[src/rtl/fifo_wr_arbiter_pkg.sv]
// Shared types and defaults for the FIFO write-side arbiter.
package fifo_wr_arbiter_pkg;

    localparam int DEF_DATA_SIZE = 8;
    localparam int DEF_NUM_REQ   = 4;
    localparam int DEF_BURST_MAX = 4;

    typedef enum logic {
        IDLE  = 1'b0,
        GRANT = 1'b1
    } arb_state_t;

    // Width of a producer index; never narrower than one bit.
    function automatic int grant_width(input int num_req);
        int w;
        w = $clog2(num_req);
        return (w < 1) ? 1 : w;
    endfunction

endpackage

[src/rtl/fifo_wr_arbiter_rr_pick.sv]
// Round-robin pick: first set request at or above ptr, wrapping modulo NUM_REQ.
// The request vector is doubled so the wrap becomes a plain upward search.
module fifo_wr_arbiter_rr_pick
    import fifo_wr_arbiter_pkg::*;
#(
    parameter int NUM_REQ = DEF_NUM_REQ,
    parameter int GW      = grant_width(NUM_REQ)
) (
    input  logic [NUM_REQ-1:0] req,
    input  logic [GW-1:0]      ptr,
    output logic [GW-1:0]      winner,
    output logic               any_req
);

    localparam int W2 = 2 * NUM_REQ;

    logic [W2-1:0] dbl;
    logic [W2-1:0] masked;
    logic          found;
    int unsigned   hit;
    int unsigned   pos;

    // Mask off doubled bits below ptr, then take the lowest remaining set bit.
    always_comb begin
        dbl    = {req, req};
        masked = '0;
        found  = 1'b0;
        hit    = 0;
        pos    = 0;
        for (int unsigned i = 0; i < W2; i++) begin
            masked[i] = dbl[i] && (i >= 32'(ptr));
        end
        for (int unsigned i = 0; i < W2; i++) begin
            if (masked[i] && !found) begin
                found = 1'b1;
                hit   = i;
            end
        end
        pos     = (hit >= 32'(NUM_REQ)) ? (hit - 32'(NUM_REQ)) : hit;
        winner  = GW'(pos);
        any_req = |req;
    end

endmodule

[src/rtl/fifo_wr_arbiter.sv]
// Round-robin burst arbiter sharing one FIFO write port among NUM_REQ
// valid/ready/last producers. Data passes straight through while granted.
module fifo_wr_arbiter
    import fifo_wr_arbiter_pkg::*;
#(
    parameter  int DATA_SIZE = DEF_DATA_SIZE,
    parameter  int NUM_REQ   = DEF_NUM_REQ,
    parameter  int BURST_MAX = DEF_BURST_MAX,
    localparam int GW        = grant_width(NUM_REQ)
) (
    input  logic                         clk,
    input  logic                         reset_n,
    input  logic [NUM_REQ-1:0]           req_valid,
    input  logic [NUM_REQ-1:0]           req_last,
    input  logic [NUM_REQ*DATA_SIZE-1:0] req_data,
    output logic [NUM_REQ-1:0]           req_ready,
    input  logic                         fifo_full,
    output logic                         fifo_wr_en,
    output logic [DATA_SIZE-1:0]         fifo_wr_data,
    output logic [GW-1:0]                grant_id,
    output logic                         busy
);

    localparam int             BW        = $clog2(BURST_MAX + 1);
    localparam logic [BW-1:0]  BEAT_LAST = BW'(BURST_MAX - 1);
    localparam logic [GW-1:0]  LAST_ID   = GW'(NUM_REQ - 1);

    arb_state_t     state, state_nxt;
    logic [GW-1:0]  rr_ptr, rr_nxt;
    logic [GW-1:0]  grant_nxt;
    logic [BW-1:0]  beat_cnt, beat_nxt;

    logic [GW-1:0]          pick_id;
    logic                   any_req;
    logic                   sel_valid;
    logic                   sel_last;
    logic [DATA_SIZE-1:0]   sel_data;
    logic [NUM_REQ-1:0]     owner_hot;
    logic                   accept;
    logic                   burst_end;

    fifo_wr_arbiter_rr_pick #(
        .NUM_REQ (NUM_REQ),
        .GW      (GW)
    ) u_rr_pick (
        .req     (req_valid),
        .ptr     (rr_ptr),
        .winner  (pick_id),
        .any_req (any_req)
    );

    // Route the current owner's handshake and data onto single-bit/word buses.
    always_comb begin
        sel_valid = 1'b0;
        sel_last  = 1'b0;
        sel_data  = '0;
        owner_hot = '0;
        for (int unsigned i = 0; i < NUM_REQ; i++) begin
            if (grant_id == GW'(i)) begin
                sel_valid    = req_valid[i];
                sel_last     = req_last[i];
                sel_data     = req_data[i*DATA_SIZE +: DATA_SIZE];
                owner_hot[i] = 1'b1;
            end
        end
    end

    // Next-state and output decode; fifo_full gates acceptance in the same cycle.
    always_comb begin
        state_nxt    = state;
        rr_nxt       = rr_ptr;
        grant_nxt    = grant_id;
        beat_nxt     = beat_cnt;
        req_ready    = '0;
        fifo_wr_en   = 1'b0;
        fifo_wr_data = '0;
        busy         = 1'b0;
        accept       = 1'b0;
        burst_end    = 1'b0;
        case (state)
            IDLE: begin
                if (any_req) begin
                    grant_nxt = pick_id;
                    beat_nxt  = '0;
                    state_nxt = GRANT;
                end
            end
            GRANT: begin
                busy         = 1'b1;
                fifo_wr_data = sel_data;
                req_ready    = fifo_full ? '0 : owner_hot;
                accept       = sel_valid && !fifo_full;
                fifo_wr_en   = accept;
                if (accept) begin
                    burst_end = sel_last || (beat_cnt == BEAT_LAST);
                    if (burst_end) begin
                        beat_nxt  = '0;
                        rr_nxt    = (grant_id == LAST_ID) ? '0 : grant_id + GW'(1);
                        state_nxt = IDLE;
                    end else begin
                        beat_nxt = beat_cnt + BW'(1);
                    end
                end
            end
            default: begin
                state_nxt = IDLE;
            end
        endcase
    end

    // State, pointer, owner and beat counter; reset abandons any burst at once.
    always_ff @(posedge clk or negedge reset_n) begin
        if (!reset_n) begin
            state    <= IDLE;
            rr_ptr   <= '0;
            grant_id <= '0;
            beat_cnt <= '0;
        end else begin
            state    <= state_nxt;
            rr_ptr   <= rr_nxt;
            grant_id <= grant_nxt;
            beat_cnt <= beat_nxt;
        end
    end

endmodule

[config.mk]
export PLATFORM = sky130hd
export DESIGN_NAME = fifo_wr_arbiter
export DESIGN_NICKNAME = d
export VERILOG_FILES = /design/src/rtl/fifo_wr_arbiter_pkg.sv /design/src/rtl/fifo_wr_arbiter_rr_pick.sv /design/src/rtl/fifo_wr_arbiter.sv
export SDC_FILE = /design/constraint.sdc
export NUM_CORES = 1
export LEC_CHECK = 0
export ABC_CLOCK_PERIOD_IN_PS = 2750
export CORE_MARGIN = 10
export CORE_UTILIZATION = 36
export CTS_CLUSTER_SIZE = 24
export DETAILED_ROUTE_END_ITERATION = 16
export MAX_ROUTING_LAYER = met4
export PLACE_DENSITY = 0.91
export REMOVE_ABC_BUFFERS = 1
export SYNTH_ARGS = -nofsm -noshare
export SYNTH_HDL_FRONTEND = slang
export SYNTH_SLANG_ARGS = --single-unit
[constraint.sdc]
create_clock -name clk -period 2.75 [get_ports clk]
set_input_delay 0.275 -clock clk [delete_from_list [all_inputs] [get_ports clk]]
set_output_delay 0.275 -clock clk [all_outputs]
set_load 0.05 [all_outputs]
## After elaboration in Yosys (flattened, before gate mapping)

Cells that the tools add are included.

- Word-level logic and storage cells: 88
- Register bits: 8
- Output and inout port bits: 16

- Add/subtract/negate cells: 3
- Reduce and logical (&&, ||, !) cells: 25
- $lt $le $gt $ge: 4
- Mux-type cells: 45
- Eq/ne operators: 6
- Bitwise operators: 1

Operators with widths:

| kind | count |
|---|---|
| $mux 32 | 6 |
| $mux 8 | 5 |
| $ge 32x3->1 const B | 1 |
| $mux 1 | 25 |
| $logic_and 1x1->1 | 11 |
| $mux 3 | 3 |
| $logic_not 1->1 | 8 |
| $mux 4 | 2 |
| $pmux 3 s2 | 1 |
| $eq 2x2->1 const B | 2 |
| $ge 1x2->1 const A | 2 |
| $mux 2 | 2 |
| $reduce_and 2->1 | 2 |
| $reduce_or 4->1 | 1 |
| $add 3x1->3 const B | 1 |
| $eq 3x2->1 const B | 1 |
| $reduce_and 3->1 | 1 |
| $add 2x1->2 const B | 1 |
| $eq 2x1->1 const B | 1 |
| $ge 2x2->1 const A | 1 |
| $logic_not 2->1 | 1 |
| $ne 2x1->1 const B | 1 |
| $ne 2x2->1 const B | 1 |
| $pmux 1 s2 | 1 |
| other kinds (3) | 3 |

## Longest topological paths before layout

- Depth in word-level cells: 26
- Mapped depth: 8

## Modules after synthesis

Synthesis repeated with hierarchy kept, for this count alone.

- Cell total of the unflattened synthesis: 117
- Area total of the unflattened synthesis: 904.6 sq um

By module, submodules not included:

| module | area an instance (sq um) | seq. area each (sq um) | times used | cells an instance |
|---|---|---|---|---|
| fifo_wr_arbiter | 830.8 | 200.2 | 1 | 105 |
| fifo_wr_arbiter_rr_pick | 73.8 | 0.0 | 1 | 12 |

## Least setup slack after synthesis

OpenSTA, ideal clock, no wires.

- Kind: flip-flop to output port
- Start point: register grant_id[0]
- End point: output port fifo_wr_data[0]
- Required time: 2.475 ns
- Cell stages (with the launch flop): 9
- Path buffers: 2
- Arrival time: 2.355 ns
- Setup slack: 0.120 ns
- Cell sequence: dfrtp_1 inv_1 ha_1 buf_4 clkbuf_1 nor2b_1 nor3_1 a21oi_1 nor2_1

- Word-level cells in the longest chain between the ends: 6
- Elaborated cells between the ends (all ways): 9
- Those cells by class: eq/ne (3); mux (5); reduce/logical (1)

RTL lines:

| what | RTL line | text |
|---|---|---|
| start: declaration | fifo_wr_arbiter.sv:20 | `output logic [GW-1:0] grant_id,` |
| start signal: assignment | fifo_wr_arbiter.sv:121 | `grant_id <= grant_nxt;` |
| $logic_not 2->1 | fifo_wr_arbiter.sv:59 | `if (grant_id == GW'(i)) begin` |
| $mux 8 (3 in a row) | fifo_wr_arbiter.sv:59 |  |
| $mux 8 (*) | fifo_wr_arbiter.sv:59 |  |
| $mux 8 (*) | fifo_wr_arbiter.sv:80 | `case (state)` |
| end: declaration | fifo_wr_arbiter.sv:19 | `output logic [DATA_SIZE-1:0] fifo_wr_data,` |

Every way passes the cells marked *; elsewhere a longest branch is shown, timed or not.

## Worst setup path in the final report

- Start point: register grant_id[0]
- End point: output port req_ready[2]

- Word-level cells in the longest chain between the ends: 4

RTL lines:

| what | RTL line | text |
|---|---|---|
| $eq 2x2->1 | fifo_wr_arbiter.sv:59 |  |
| $mux 1 | fifo_wr_arbiter.sv:59 |  |
| $mux 4 | fifo_wr_arbiter.sv:91 | `req_ready = fifo_full ? '0 : owner_hot;` |
| $mux 4 | fifo_wr_arbiter.sv:80 |  |
| end: declaration | fifo_wr_arbiter.sv:16 | `output logic [NUM_REQ-1:0] req_ready,` |

Every way passes these cells.

==> flow_metrics.py <==
metrics = {
    "setup_path": {
        "crit_path_end_kind": "output port",
        "path_buf_inv": 2,
        "crit_slowest_cell": "clkdlybuf4s50_1",
        "critPathKind": "reg -> out",
        "cp_cell_sequence": "inv_1, ha_1, and2_1, clkdlybuf4s50_1",
        "r2r_start": "grant_id[0]$_DFFE_PN0P_",
        "crit_fanout": 10,
        "r2r-end": "rr_ptr[0]$_DFFE_PN0P_",
        "critical_path.top_delay_family": "buffers and inverters",
        "rrSetupSlack_ns": 0.51,
        "arrival_ns": 2.15,
        "start_kind": "register",
        "reg2regPathDepth": 6,
        "crit_required_ns": 2.48,
        "cpPeakStageDelay_ns": 0.80,
    },
    "synth": {
        "synth_top_cells_by_count": "a21oi_1 (12), nor2_1 (10), nor2b_1 (9)",
        "syn_inst": 107,
        "synth.most_common_cell": "a21oi_1",
        "synth_area_sq_um": 887,
        "ys_seq_elements": 8,
        "synthArstFlopShare": 1.00,
        "yosysTopAreaCell": "dfrtp_1",
        "synth_cell_types": 33,
        "syn_avg_cell_area_sq_um": 8.29,
        "synthDominantCellAreaShare": 0.226,
        "yosysWarnings": 0,
        "synth.top_cells.by_area": "dfrtp_1 (23%), ha_1 (8.5%), a221oi_1 (7.9%)",
        "synth-edff-count": 0,
        "synth_seq_area_share": 0.226,
        "synth-main-ff-cell": "dfrtp_1",
    },
    "sta": {
        "maxSlewHeadroom": 0.651,
        "rsz0062_at_grt": "no",
        "maxSlewViolCount": 0,
        "finalCritPeriodShare": 0.880,
        "hold_violations": 0,
        "finalSetupViolCount": 0,
        "hold_slack_ns": 0.279,
        "fin_skew_ns": 0.0117,
        "tightest_slew_ns": 0.522,
        "finalCriticalPeriod_ns": 2.42,
        "fmax_mhz": 413,
    },
    "drt": {
        "wl_per_cell_um": 17.9,
        "final_antenna_net_count": 0,
        "firstDrtPassIters": 4,
        "vias": 1046,
        "drtIter0Drc": 48,
        "avgViaCountPerCell": 5.48,
        "drc": 0,
        "routed_wl_um": 3410,
    },
    "clock_network": {
        "cts.repair.resized": 0,
        "cts_made_buffers": 3,
        "clkTransAtPathRegs_ns": 0.06,
        "holdBufCountCts": 0,
        "cts-root-buf": "clkbuf_4",
        "clockBufferDepth": 2,
        "cts_tree": "built",
        "clk_latency_ns": 0.27,
        "post-cts-setup-buffer-count": 0,
        "cts_htree_levels": 1,
        "cts.sinks": 8,
    },
    "place": {
        "gp_congestion": 0.935,
        "dp_cells": 188,
        "post_dp_cell_area_sq_um": 1540,
        "dpl.hpwl_um": 2860,
        "port_buffers": 58,
    },
    "power_and_ir_drop": {
        "power_frac_comb": 0.849,
        "seqPwrFrac": 0.107,
        "p_per_area_nw_per_um2": 1340,
        "p_int_mw": 1.01,
        "p_sw_frac": 0.520,
        "p_sw_mw": 1.09,
        "p_clk_frac": 0.044,
        "ir_worst_vdd_v": 0.00126,
        "p_leak_nw": 0.662,
    },
    "global_route": {
        "grt_max_degree": 14,
        "use_met2": 0.244,
        "grt_pass1_vias": 1087,
        "gr-usage-all-layers": 0.133,
        "grt_pass1_wl_um": 5260,
        "met3_usage": 0.0342,
        "grt.busiest_layer": "met2",
        "grt_overflow_total": 0,
        "gr-usage-met1": 0.137,
        "antenna_found_initial": 0,
    },
    "final_layout": {
        "n_antenna_cell": 0,
        "num-fill-cells": 170,
        "drive_gt1_frac": 0.147,
        "instances_no_fill": 191,
        "nets": 214,
        "synthToLayoutAreaGrowth_pct": 76.9,
        "fin_area_sq_um": 1570,
    },
    "min_path": {
        "worst_hold_path_type": "in -> async",
    },
    "floorplan": {
        "pin_count": 59,
        "std_cell_rows": 17,
        "start_util": 0.390,
        "dieHeight_um": 69.6,
        "dieArea_sq_um": 4850,
        "core_area_sq_um": 2280,
        "die_x_um": 69.6,
    },
    "outcome": {
        "status": "finished, final reports clean",
    },
    "flow_run": {
        "cap_viol_max_count": 0,
    },
}
## placed cells by master, fill, tap and decap left out
cell type        Yosys  final
a21oi_1             12     12
mux2_4               2      2
mux2i_1              1      1
inv_1                7      7
nor3b_1              1      1
nor2b_4              1      1
a2111oi_0            3      3
a221oi_4             1      1
buf_4                1      4
nor2b_1              9      8
o21ai_1              1      1
buf_12               0      9
a221o_1              2      2
o21ai_0              2      2
clkdlybuf4s50_1      0     48
a21o_1               2      2
nor3_1               8      8
nand2_1              4      4
and2_2               1      1
o22ai_1              1      1
nor2_1              10     10
dfrtp_1              8      8
nand3b_1             1      1
nor2b_2              0      1
or2_2                1      1
clkbuf_4             0      3
nor4_1               1      1
a221oi_1             8      8
a32o_2               1      1
ha_1                 6      6
nand3_1              2      2
and2_1               3      3
## cell families after synthesis
family,count (synthesis),share of synthesized area
AO/OA/AOI/OAI,33,0.282
flip-flops,8,0.226
AND/OR/NAND/NOR,42,0.255
multiplexers,3,0.0451
buffers and inverters,15,0.107
adder cells (fa/ha/maj),6,0.0846
## flip-flops by register name (all words and copies together) (netlist names)
| register | cells |
|---|---|
| state | 1 |
| rr_ptr | 2 |
| beat_cnt | 3 |
| grant_id | 2 |
## how the worst max path moves through the flow
stage,to,slack [ns],start,cells past startpoint
after global placement,rr_ptr[0]$_DFFE_PN0P_,0.45,grant_id[0]$_DFFE_PN0P_,7
after floorplan,fifo_wr_data[0],-0.03,grant_id[1]$_DFFE_PN0P_,7
after global routing,fifo_wr_data[1],0.19,grant_id[0]$_DFFE_PN0P_,8
final,req_ready[2],0.33,grant_id[0]$_DFFE_PN0P_,4
after CTS,fifo_wr_data[1],0.10,grant_id[0]$_DFFE_PN0P_,8
after detailed placement,rr_ptr[0]$_DFFE_PN0P_,0.33,grant_id[0]$_DFFE_PN0P_,7
## per-stage QoR
stage	TNS (ns)	util	total power [mW]	setup slack, ns
finish	0	0.689	2.10	0.329
global route	0	0.689	2.21	0.189
CTS	0	0.688	2.11	0.104
detailed placement	0	0.678	2.01	0.327
global placement	0	0.678	1.95	0.446
floorplan	-0.274	-	1.22	-0.0342
## per-layer routing
| metal | vias up | share of wire |
|---|---|---|
| met3 | 3 | 0.057 |
| li1 | 509 | - |
| met2 | 46 | 0.53 |
| met5 | - | 0 |
| met1 | 488 | 0.40 |
| met4 | 0 | 0.0097 |
## power groups by stage
stage | sequential [mW] | combinational, mW | clock, mW
finish | 0.223 | 1.78 | 0.0924
detailed placement | 0.221 | 1.79 | 0
global placement | 0.212 | 1.74 | 0
CTS | 0.220 | 1.79 | 0.0953
floorplan | 0.268 | 0.957 | 0
global route | 0.229 | 1.88 | 0.100
## layout make-up
type,count,area [sq um],share of cell area
clock buffers,3,22.5,0.0144
well taps,28,35.0,0.0223
repair buffers,61,691,0.440
flip-flops and latches,8,200,0.128
inverters,7,26.3,0.0167
multi-input cells,84,594,0.379
No activity file was read; power rests on OpenSTA's default activity.
